File: config.mk
export PLATFORM = sky130hd
export DESIGN_NAME = gcd_binary_flat
export DESIGN_NICKNAME = d
export VERILOG_FILES = /design/src/rtl/gcd_binary_pkg.sv /design/src/rtl/gcd_binary_if.sv /design/src/rtl/gcd_binary_dp.sv /design/src/rtl/gcd_binary.sv /design/src/flat_wrapper.sv
export SDC_FILE = /design/constraint.sdc
export NUM_CORES = 1
export LEC_CHECK = 0
export ABC_AREA = 1
export BUFFER_PORTS_ARGS = -buffer_cell sky130_fd_sc_hd__buf_2
export CORE_MARGIN = 4
export CORE_UTILIZATION = 38
export CTS_CLUSTER_SIZE = 30
export DETAILED_ROUTE_END_ITERATION = 12
export MAX_ROUTING_LAYER = met4
export PLACE_DENSITY = 0.66
export SKIP_LAST_GASP = 1
export SLEW_MARGIN = 20
export SYNTH_ARGS = -nofsm -noshare
export SYNTH_HDL_FRONTEND = slang
export SYNTH_HIERARCHICAL = 1
export SYNTH_SLANG_ARGS = --single-unit
File: constraint.sdc
create_clock -name clk -period 3.2 [get_ports clk]
set_clock_uncertainty 0.1 [all_clocks]
set_input_delay 0.8 -clock clk [delete_from_list [all_inputs] [get_ports clk]]
set_output_delay 0.8 -clock clk [all_outputs]
set_load 0.03 [all_outputs]
File: src/rtl/gcd_binary_pkg.sv
// Shared types and sizing helpers for the binary GCD engine.
package gcd_pkg;

    localparam int DEF_WIDTH = 32;

    typedef enum logic [2:0] {
        IDLE,
        CHECK,
        STRIP,
        ODDA,
        LOOP,
        DONE
    } gcd_state_e;

    // Worst case is 6*WIDTH+4 cycles after accept, so the counter must hold that value.
    function automatic int cnt_width(input int width);
        return $clog2(6 * width + 5);
    endfunction

endpackage

File: src/rtl/gcd_binary_if.sv
// Host-side start/done bus of the binary GCD engine.
interface gcd_binary_if import gcd_pkg::*; #(
    parameter int WIDTH = DEF_WIDTH
);
    localparam int CNT_W = cnt_width(WIDTH);

    logic             start;
    logic             abort;
    logic [WIDTH-1:0] a_in;
    logic [WIDTH-1:0] b_in;
    logic             ready;
    logic [WIDTH-1:0] result;
    logic             done;
    logic             zero_err;
    logic [CNT_W-1:0] cycles;

    modport master (
        output start, abort, a_in, b_in,
        input  ready, result, done, zero_err, cycles
    );

    modport slave (
        input  start, abort, a_in, b_in,
        output ready, result, done, zero_err, cycles
    );

endinterface

File: src/rtl/gcd_binary_dp.sv
// Operand registers, common-power-of-two counter and the shift/subtract step of Stein's algorithm.
module gcd_binary_dp import gcd_pkg::*; #(
    parameter int WIDTH = DEF_WIDTH
) (
    input  logic             clk,
    input  logic             reset,
    input  gcd_state_e       state,
    input  logic             load,
    input  logic [WIDTH-1:0] a_in,
    input  logic [WIDTH-1:0] b_in,
    output logic             a_zero,
    output logic             b_zero,
    output logic             a_odd,
    output logic             b_odd,
    output logic [WIDTH-1:0] a_or_b,
    output logic [WIDTH-1:0] gcd_val
);
    localparam int KW = $clog2(WIDTH);

    logic [WIDTH-1:0] a;
    logic [WIDTH-1:0] b;
    logic [KW-1:0]    k;

    always_ff @(posedge clk or posedge reset) begin
        if (reset) begin
            a <= '0;
            b <= '0;
            k <= '0;
        end else if (load) begin
            a <= a_in;
            b <= b_in;
            k <= '0;
        end else begin
            case (state)
                STRIP: begin
                    if (!a[0] && !b[0]) begin
                        a <= a >> 1;
                        b <= b >> 1;
                        k <= k + KW'(1);
                    end
                end
                ODDA: begin
                    if (!a[0]) a <= a >> 1;
                end
                LOOP: begin
                    // a stays odd; the swap keeps the smaller odd value in a so b-a never underflows
                    if (b != '0) begin
                        if (!b[0]) begin
                            b <= b >> 1;
                        end else if (a > b) begin
                            a <= b;
                            b <= a - b;
                        end else begin
                            b <= b - a;
                        end
                    end
                end
                default: ;
            endcase
        end
    end

    assign a_zero  = (a == '0);
    assign b_zero  = (b == '0);
    assign a_odd   = a[0];
    assign b_odd   = b[0];
    assign a_or_b  = a | b;
    assign gcd_val = a << k;

endmodule

File: src/rtl/gcd_binary.sv
// Binary (Stein) GCD engine: sequencing FSM, cycle counter and registered result outputs.
//
// state | meaning
// IDLE  | ready, waiting for start
// CHECK | detect zero operands
// STRIP | remove common factors of two, counting them in k
// ODDA  | shift a until odd
// LOOP  | reduce b against odd a until b is zero
// DONE  | one-cycle done pulse, outputs valid
module gcd_binary import gcd_pkg::*; #(
    parameter int WIDTH = DEF_WIDTH
) (
    input  logic         clk,
    input  logic         reset,
    gcd_binary_if.slave  bus
);
    localparam int CNT_W = cnt_width(WIDTH);

    gcd_state_e       state;
    gcd_state_e       state_next;
    logic             load;
    logic             a_zero;
    logic             b_zero;
    logic             a_odd;
    logic             b_odd;
    logic [WIDTH-1:0] a_or_b;
    logic [WIDTH-1:0] gcd_val;
    logic [CNT_W-1:0] cnt;
    logic [CNT_W-1:0] cycles_q;
    logic [WIDTH-1:0] result_q;
    logic             zero_err_q;
    logic             done_q;

    assign load = (state == IDLE) && bus.start && !bus.abort;

    gcd_binary_dp #(.WIDTH(WIDTH)) u_dp (
        .clk     (clk),
        .reset   (reset),
        .state   (state),
        .load    (load),
        .a_in    (bus.a_in),
        .b_in    (bus.b_in),
        .a_zero  (a_zero),
        .b_zero  (b_zero),
        .a_odd   (a_odd),
        .b_odd   (b_odd),
        .a_or_b  (a_or_b),
        .gcd_val (gcd_val)
    );

    always_ff @(posedge clk or posedge reset) begin
        if (reset) state <= IDLE;
        else       state <= state_next;
    end

    always_comb begin
        state_next = state;
        case (state)
            IDLE:    if (load) state_next = CHECK;
            CHECK:   state_next = (a_zero || b_zero) ? DONE : STRIP;
            STRIP:   if (a_odd || b_odd) state_next = ODDA;
            ODDA:    if (a_odd) state_next = LOOP;
            LOOP:    if (b_zero) state_next = DONE;
            DONE:    state_next = IDLE;
            default: state_next = IDLE;
        endcase
        if (bus.abort && state != IDLE) state_next = IDLE;
    end

    // Results are captured on the way into DONE so they are valid in the same cycle as done.
    always_ff @(posedge clk or posedge reset) begin
        if (reset) begin
            cnt        <= '0;
            cycles_q   <= '0;
            result_q   <= '0;
            zero_err_q <= 1'b0;
            done_q     <= 1'b0;
        end else begin
            done_q <= (state_next == DONE);
            if (load)               cnt <= CNT_W'(1);
            else if (state != IDLE) cnt <= cnt + CNT_W'(1);
            if (state_next == DONE) begin
                cycles_q <= cnt + CNT_W'(1);
                if (state == CHECK) begin
                    result_q   <= a_or_b;
                    zero_err_q <= (a_or_b == '0);
                end else begin
                    result_q   <= gcd_val;
                    zero_err_q <= 1'b0;
                end
            end
        end
    end

    assign bus.ready    = (state == IDLE);
    assign bus.done     = done_q;
    assign bus.result   = result_q;
    assign bus.zero_err = zero_err_q;
    assign bus.cycles   = cycles_q;

endmodule

File: src/flat_wrapper.sv
// flat-port wrapper written by rule: the top's interface ports become plain ports
module gcd_binary_flat import gcd_pkg::*;
#(
    parameter int WIDTH = DEF_WIDTH
)
  (clk, reset, bus_start, bus_abort, bus_a_in, bus_b_in, bus_ready, bus_result, bus_done, bus_zero_err, bus_cycles);
  gcd_binary_if #(.WIDTH(WIDTH)) bus_i ();
  input  logic clk;
  input  logic reset;
  input wire logic [$bits(bus_i.start)-1:0] bus_start;
  input wire logic [$bits(bus_i.abort)-1:0] bus_abort;
  input wire logic [$bits(bus_i.a_in)-1:0] bus_a_in;
  input wire logic [$bits(bus_i.b_in)-1:0] bus_b_in;
  output wire logic [$bits(bus_i.ready)-1:0] bus_ready;
  output wire logic [$bits(bus_i.result)-1:0] bus_result;
  output wire logic [$bits(bus_i.done)-1:0] bus_done;
  output wire logic [$bits(bus_i.zero_err)-1:0] bus_zero_err;
  output wire logic [$bits(bus_i.cycles)-1:0] bus_cycles;
  assign bus_i.start = bus_start;
  assign bus_i.abort = bus_abort;
  assign bus_i.a_in = bus_a_in;
  assign bus_i.b_in = bus_b_in;
  assign bus_ready = bus_i.ready;
  assign bus_result = bus_i.result;
  assign bus_done = bus_i.done;
  assign bus_zero_err = bus_i.zero_err;
  assign bus_cycles = bus_i.cycles;
  gcd_binary #(.WIDTH(WIDTH)) u_core (.clk(clk), .reset(reset), .bus(bus_i));
endmodule
Word-level counts from Yosys, hierarchy flattened
Cells that the tools add are included.
W data, S select, Z words.

cells by class
  eq/ne operators = 10
  magnitude comparators = 1
  shift operators = 1
  mux-type cells = 27
  add/sub/neg operators = 4
  bitwise gates (word level) = 1
  reductions and logical operators = 24

operators with widths
  operator               count
  $mux W32               12
  $logic_not A32 Y1      3
  $pmux W32 S3           1
  $pmux W32 S2           1
  $sub A32 B32 Y32       2
  $gt A32 B32 Y1         1
  $or A32 B32 Y32        1
  $reduce_bool A32 Y1    1
  $shl A32 B5 Y32        1
  $mux W3                6
  $mux W8                2
  $mux W5                3
  $ne A3 B2 Y1 const B   5
  $pmux W3 S5            1
  $add A8 B1 Y8 const B  1
  $eq A3 B2 Y1 const B   2
  $eq A3 B3 Y1 const B   2
  $reduce_and A6 Y1      1
  $reduce_bool A2 Y1     3
  $reduce_bool A3 Y1     2
  $add A5 B1 Y5 const B  1
  $reduce_and A5 Y1      1
  $logic_and A1 B1 Y1    4
  $reduce_bool A4 Y1     1
  7 further kinds        10

word-level totals
  logic and storage cells = 78
  output and inout bits = 43
  register bits after elaboration = 122

Depth between registers and ports, before layout
  depth in word-level cells = 7
  depth in mapped cells = 19
  mapped depth without buffers = 19

Hierarchy
The synthesis kept the hierarchy.

by module, submodules not included
  module         cells an instance  times used  area an instance (um^2)  sequential area each (um^2)
  gcd_binary_dp  1913               1           11141.9                  1726.7
  gcd_binary     406                1           2834.0                   1326.3

Least setup slack after synthesis
OpenSTA, ideal clock, no wires.

  path kind = flip-flop to flip-flop
  start point = reg u_core.u_dp.a[0]
  end point = reg u_core.u_dp.a[1]
  library setup time = 0.117 ns
  path slack = 0.545 ns
  cell stages (with the launch flop) = 19
  clock period less this slack = 2.655 ns
  arrival time = 2.438 ns
  buffers on the path = 1
  data required time = 2.983 ns
  path through = dfrtp_1 inv_1 ha_1 fa_1 inv_1 nand2_1 nand3_1 nand2_1 nand2_2 nand2_2 nand2_4 nand2_4 nand2_4 nand2_4 o21ai_4 nand3_4 buf_6 nand2_2 o21ai_2

on the way
  cells in the longest elaborated chain, start to end = 4
  elaborated cells between the ends (all ways) = 7

ends and longest elaborated chain
  what                                                    RTL line             text
  from (decl)                                             gcd_binary_dp.sv:20  logic [WIDTH-1:0] a;
  from (signal assigned)                                  gcd_binary_dp.sv:30  a <= a_in;
  from (signal assigned)                                  gcd_binary_dp.sv:37  a <= a >> 1;
  from (signal assigned)                                  gcd_binary_dp.sv:43  if (!a[0]) a <= a >> 1;
  branches (longest 3 deep; another with $gt A32 B32 Y1)  --
  $reduce_and A6 Y1 (no line) *                           --

Mark *: on every way between the ends.
A chain may end at the register's enable or synchronous reset.

Worst setup path in the final report
  start point = reg u_core.u_dp.b[19]
  end point = reg u_core.u_dp.b[16]

on the way
  cells in the longest elaborated chain, start to end = 6
  elaborated cells between the ends (all ways) = 9

ends and longest elaborated chain
  what                    RTL line             text
  from (decl)             gcd_binary_dp.sv:21  logic [WIDTH-1:0] b;
  from (signal assigned)  gcd_binary_dp.sv:31  b <= b_in;
  from (signal assigned)  gcd_binary_dp.sv:38  b <= b >> 1;
  from (signal assigned)  gcd_binary_dp.sv:49  b <= b >> 1;
  $gt A32 B32 Y1          gcd_binary_dp.sv:50  end else if (a > b) begin
  $mux W32                gcd_binary_dp.sv:50
  $mux W32                gcd_binary_dp.sv:48  if (!b[0]) begin
  $mux W32                gcd_binary_dp.sv:47  if (b != '0) begin
  $pmux W32 S2            gcd_binary_dp.sv:34  case (state)
  $mux W32                gcd_binary_dp.sv:29  end else if (load) begin

Parallel ways exist; a longest one is shown, timed or not. The select of a mux whose other input is x is not followed.

==> key figures <==
Critical path
  • CP Class: reg -> reg
  • Worst reg2reg startpoint: u_core/u_dp/b[19]$_DFFE_PP0P_
  • FF-to-FF path depth: 16
  • Worst setup SP type: flip-flop
  • End of the worst register-to-register path: u_core/u_dp/b[16]$_DFFE_PP0P_
  • Worst Path Max Fanout: 22
  • Reg2reg setup slack: 0.15 ns
  • CP Data Required Time: 3.44 ns
  • Signal arrival time at the worst endpoint: 3.30 ns
  • CP Capture Type: flip-flop

Clock tree
  • CTS H-tree lvls: 4
  • # hold bufs at CTS: 0
  • CTS root buf: clkbuf_16
  • TritonCTS clock tree: built
  • Clock Sinks: 122
  • Clk_lat worst skew: 0.45 ns
  • Clock tree buffer depth: 2
  • Gates resized, CTS repair: 0
  • Number of setup buffers added after CTS: 0
  • Clock transition at path regs: 0.07 ns
  • CTS Buf Count: 17

Yosys
  • Post-synth EDFFs: 0
  • Mapped cell area: 0.0140 sq mm
  • Yosys reg bits: 122
  • Register area share after synthesis: 21.8%
  • Syn avg cell area: 6.03 sq um
  • Cells after synthesis: 2319
  • Synth async-reset ratio: 100%
  • Synth Warn #: 6
  • Syn nets: 2486
  • Top FF cell, synth: dfrtp_1
  • Distinct cells, synth: 45

Worst hold path
  • Min-Delay Path Class: in -> async

Die
  • Die X: 200 microns
  • Cell row count: 69
  • Die area: 0.0399 sq mm
  • IO Pins: 111
  • Initial Utilization: 38.9%
  • Die Ht: 200 microns
  • Core area: 0.0359 sq mm

Detailed routing
  • Drt pass-1 iters: 7
  • WL/cell: 19.4 microns
  • DR vias: 15566
  • DR vias/cell: 5.29
  • DR iter-0 viols: 1356
  • Drt total wl: 57.0 mm
  • Post-route DRC: 0
  • Routed Antenna Nets: 0

Place
  • HPWL Detailed: 46.6 mm
  • IO Port Bufs: 110
  • Routability cong.: 1.05

Global route
  • Global-route wire length before repair: 86.9 mm
  • Gr busiest metal: met2
  • Vias in the first global route: 14894
  • Total GRT Usage: 29.2%
  • Largest net degree at the start of global routing: 70
  • Antenna violations before repair: 0
  • Grt total ovfl: 0
  • Met1 GRT Util: 41.1%
  • Met3 Use GR: 3.26%
  • Met2 GRT Util: 44.3%

Layout
  • Area delta synth->final: 16.0%
  • Nets: 2635
  • N_diodes: 0
  • Share of cells above drive strength 1: 15.4%
  • # fillers: 3873

Timing
  • Slew HR: 48.5%
  • Fin. Hold Viols: 0
  • Max Fclk: 327 MHz
  • Post-route minimum period: 3.05 ns
  • Final period util: 95.4%
  • Fin Setup TNS: 0 ns
  • RSZ-0062 raised after global routing: no
  • Setup violators final: 0
  • Worst-Margin Slew: 0.772 ns
  • Max-slew violations: 0

Job
  • MaxCap Viol Count: 0

Status
  • Run status: finished clean
-- cell usage after synthesis, drive strengths merged (18+ instances only) --
master	number	area (sq um)
a21oi	88	463
nor2	171	699
nand3	220	1110
buf	35	229
o21ai	154	898
or2	18	113
mux2i	20	200
xor2	23	201
ha	97	1210
nand4	34	213
dfrtp	122	3050
clkbuf	54	203
o211a	30	300
inv	328	1230
nand2	849	3310
-- through the flow --
stage	instance area (sq um)	utilization [%]	std cells	hold WS, ns	worst slack [ns]
floorplan	14000	-	2319	0.387	0.545
global placement	15600	43.4	2910	0.358	0.120
detailed placement	15600	43.4	2910	0.360	0.0988
CTS	16200	45.1	2942	0.361	0.0868
global route	16200	45.2	2942	0.389	0.0106
finish	16200	45.2	2942	0.343	0.146
-- per-layer routing --
metal,routed length (microns),share of wire (%),vias up
met1,26800,47,7227
met2,24900,44,586
met4,1670,2.9,0
li1,-,-,7658
met3,3610,6.3,95
met5,0,0,-
-- cells by family (layout without fill, tap and decap cells) --
group	after synthesis	count (layout)	share of synthesized area (%)
compound gates	310	310	13.9
xor+xnor	25	25	1.57
fa+ha+maj	99	99	8.97
buf+inv	419	581	12.0
flops	122	122	21.8
mux	20	20	1.43
simple gates	1324	1324	40.4
-- cells in the final DEF, fill, tap and decap left out, drive strengths merged --
cell type,n
bufinv,3
dfrtp,122
buf,219
xnor2,2
xor2,23
nor2,171
a21o,1
fa,2
a31oi,3
nand3,220
o311ai,2
nor3,15
a21oi,88
o21a,1
a21boi,1
clkbuf,18
clkinv,5
o211ai,5
o22ai,5
mux2i,20
ha,97
o211a,30
nand4,34
o21ai,154
a22oi,2
nand3b,9
clkinvlp,3
a211oi,2
or2,18
inv,333
nand2,849
nor4,8
o21bai,16
-- worst max-delay path, cell delays in order, from the launching register on --
cell and delay [ns]:
dfrtp_1 0.46, inv_1 0.15, ha_1 0.51, inv_2 0.13, a21oi_1 0.20, nand2_1 0.10, nand2_1 0.09, nand2_1 0.11
a21oi_4 0.24, nand2_4 0.08, nand2_4 0.10, buf_6 0.27, nand3_1 0.12, nand3_1 0.11, nand2_1 0.06, nand2_1 0.06
nand2_1 0.05
-- state kept, by name, indices dropped and copies added (netlist names) --
register             cells
u_core/u_dp/k            5
u_core/u_dp/b           32
u_core/state             3
u_core/bus.cycles        8
u_core/u_dp/a           32
u_core/cnt               8
u_core/bus.done          1
u_core/bus.result       32
u_core/bus.zero_err      1
-- layout make-up --
type | count | area, sq um | share of cell area, %
repair buffers | 219 | 1460 | 9.00
clock buffers | 18 | 429 | 2.65
inverters | 330 | 1240 | 7.64
multi-input cells | 1778 | 9270 | 57.2
clock inverters | 14 | 188 | 1.16
flip-flops and latches | 122 | 3050 | 18.8
well taps | 461 | 577 | 3.56
-- how the worst max path moves through the flow --
stage / startpoint / to / depth (start not counted) / slack, ns
floorplan: u_core/u_dp/a[0]$_DFFE_PP0P_ / u_core/u_dp/a[1]$_DFFE_PP0P_ / 18 / 0.55
global placement: u_core/u_dp/b[19]$_DFFE_PP0P_ / u_core/u_dp/b[30]$_DFFE_PP0P_ / 16 / 0.12
detailed placement: u_core/u_dp/b[19]$_DFFE_PP0P_ / u_core/u_dp/b[16]$_DFFE_PP0P_ / 16 / 0.1
CTS: u_core/u_dp/b[19]$_DFFE_PP0P_ / u_core/u_dp/b[16]$_DFFE_PP0P_ / 16 / 0.09
global route: u_core/u_dp/a[20]$_DFFE_PP0P_ / u_core/u_dp/b[23]$_DFFE_PP0P_ / 16 / 0.01
finish: u_core/u_dp/b[19]$_DFFE_PP0P_ / u_core/u_dp/b[16]$_DFFE_PP0P_ / 16 / 0.15
Power is not shown: default switching activity piles up to over one toggle a cycle in this logic, so the estimate is an artifact.
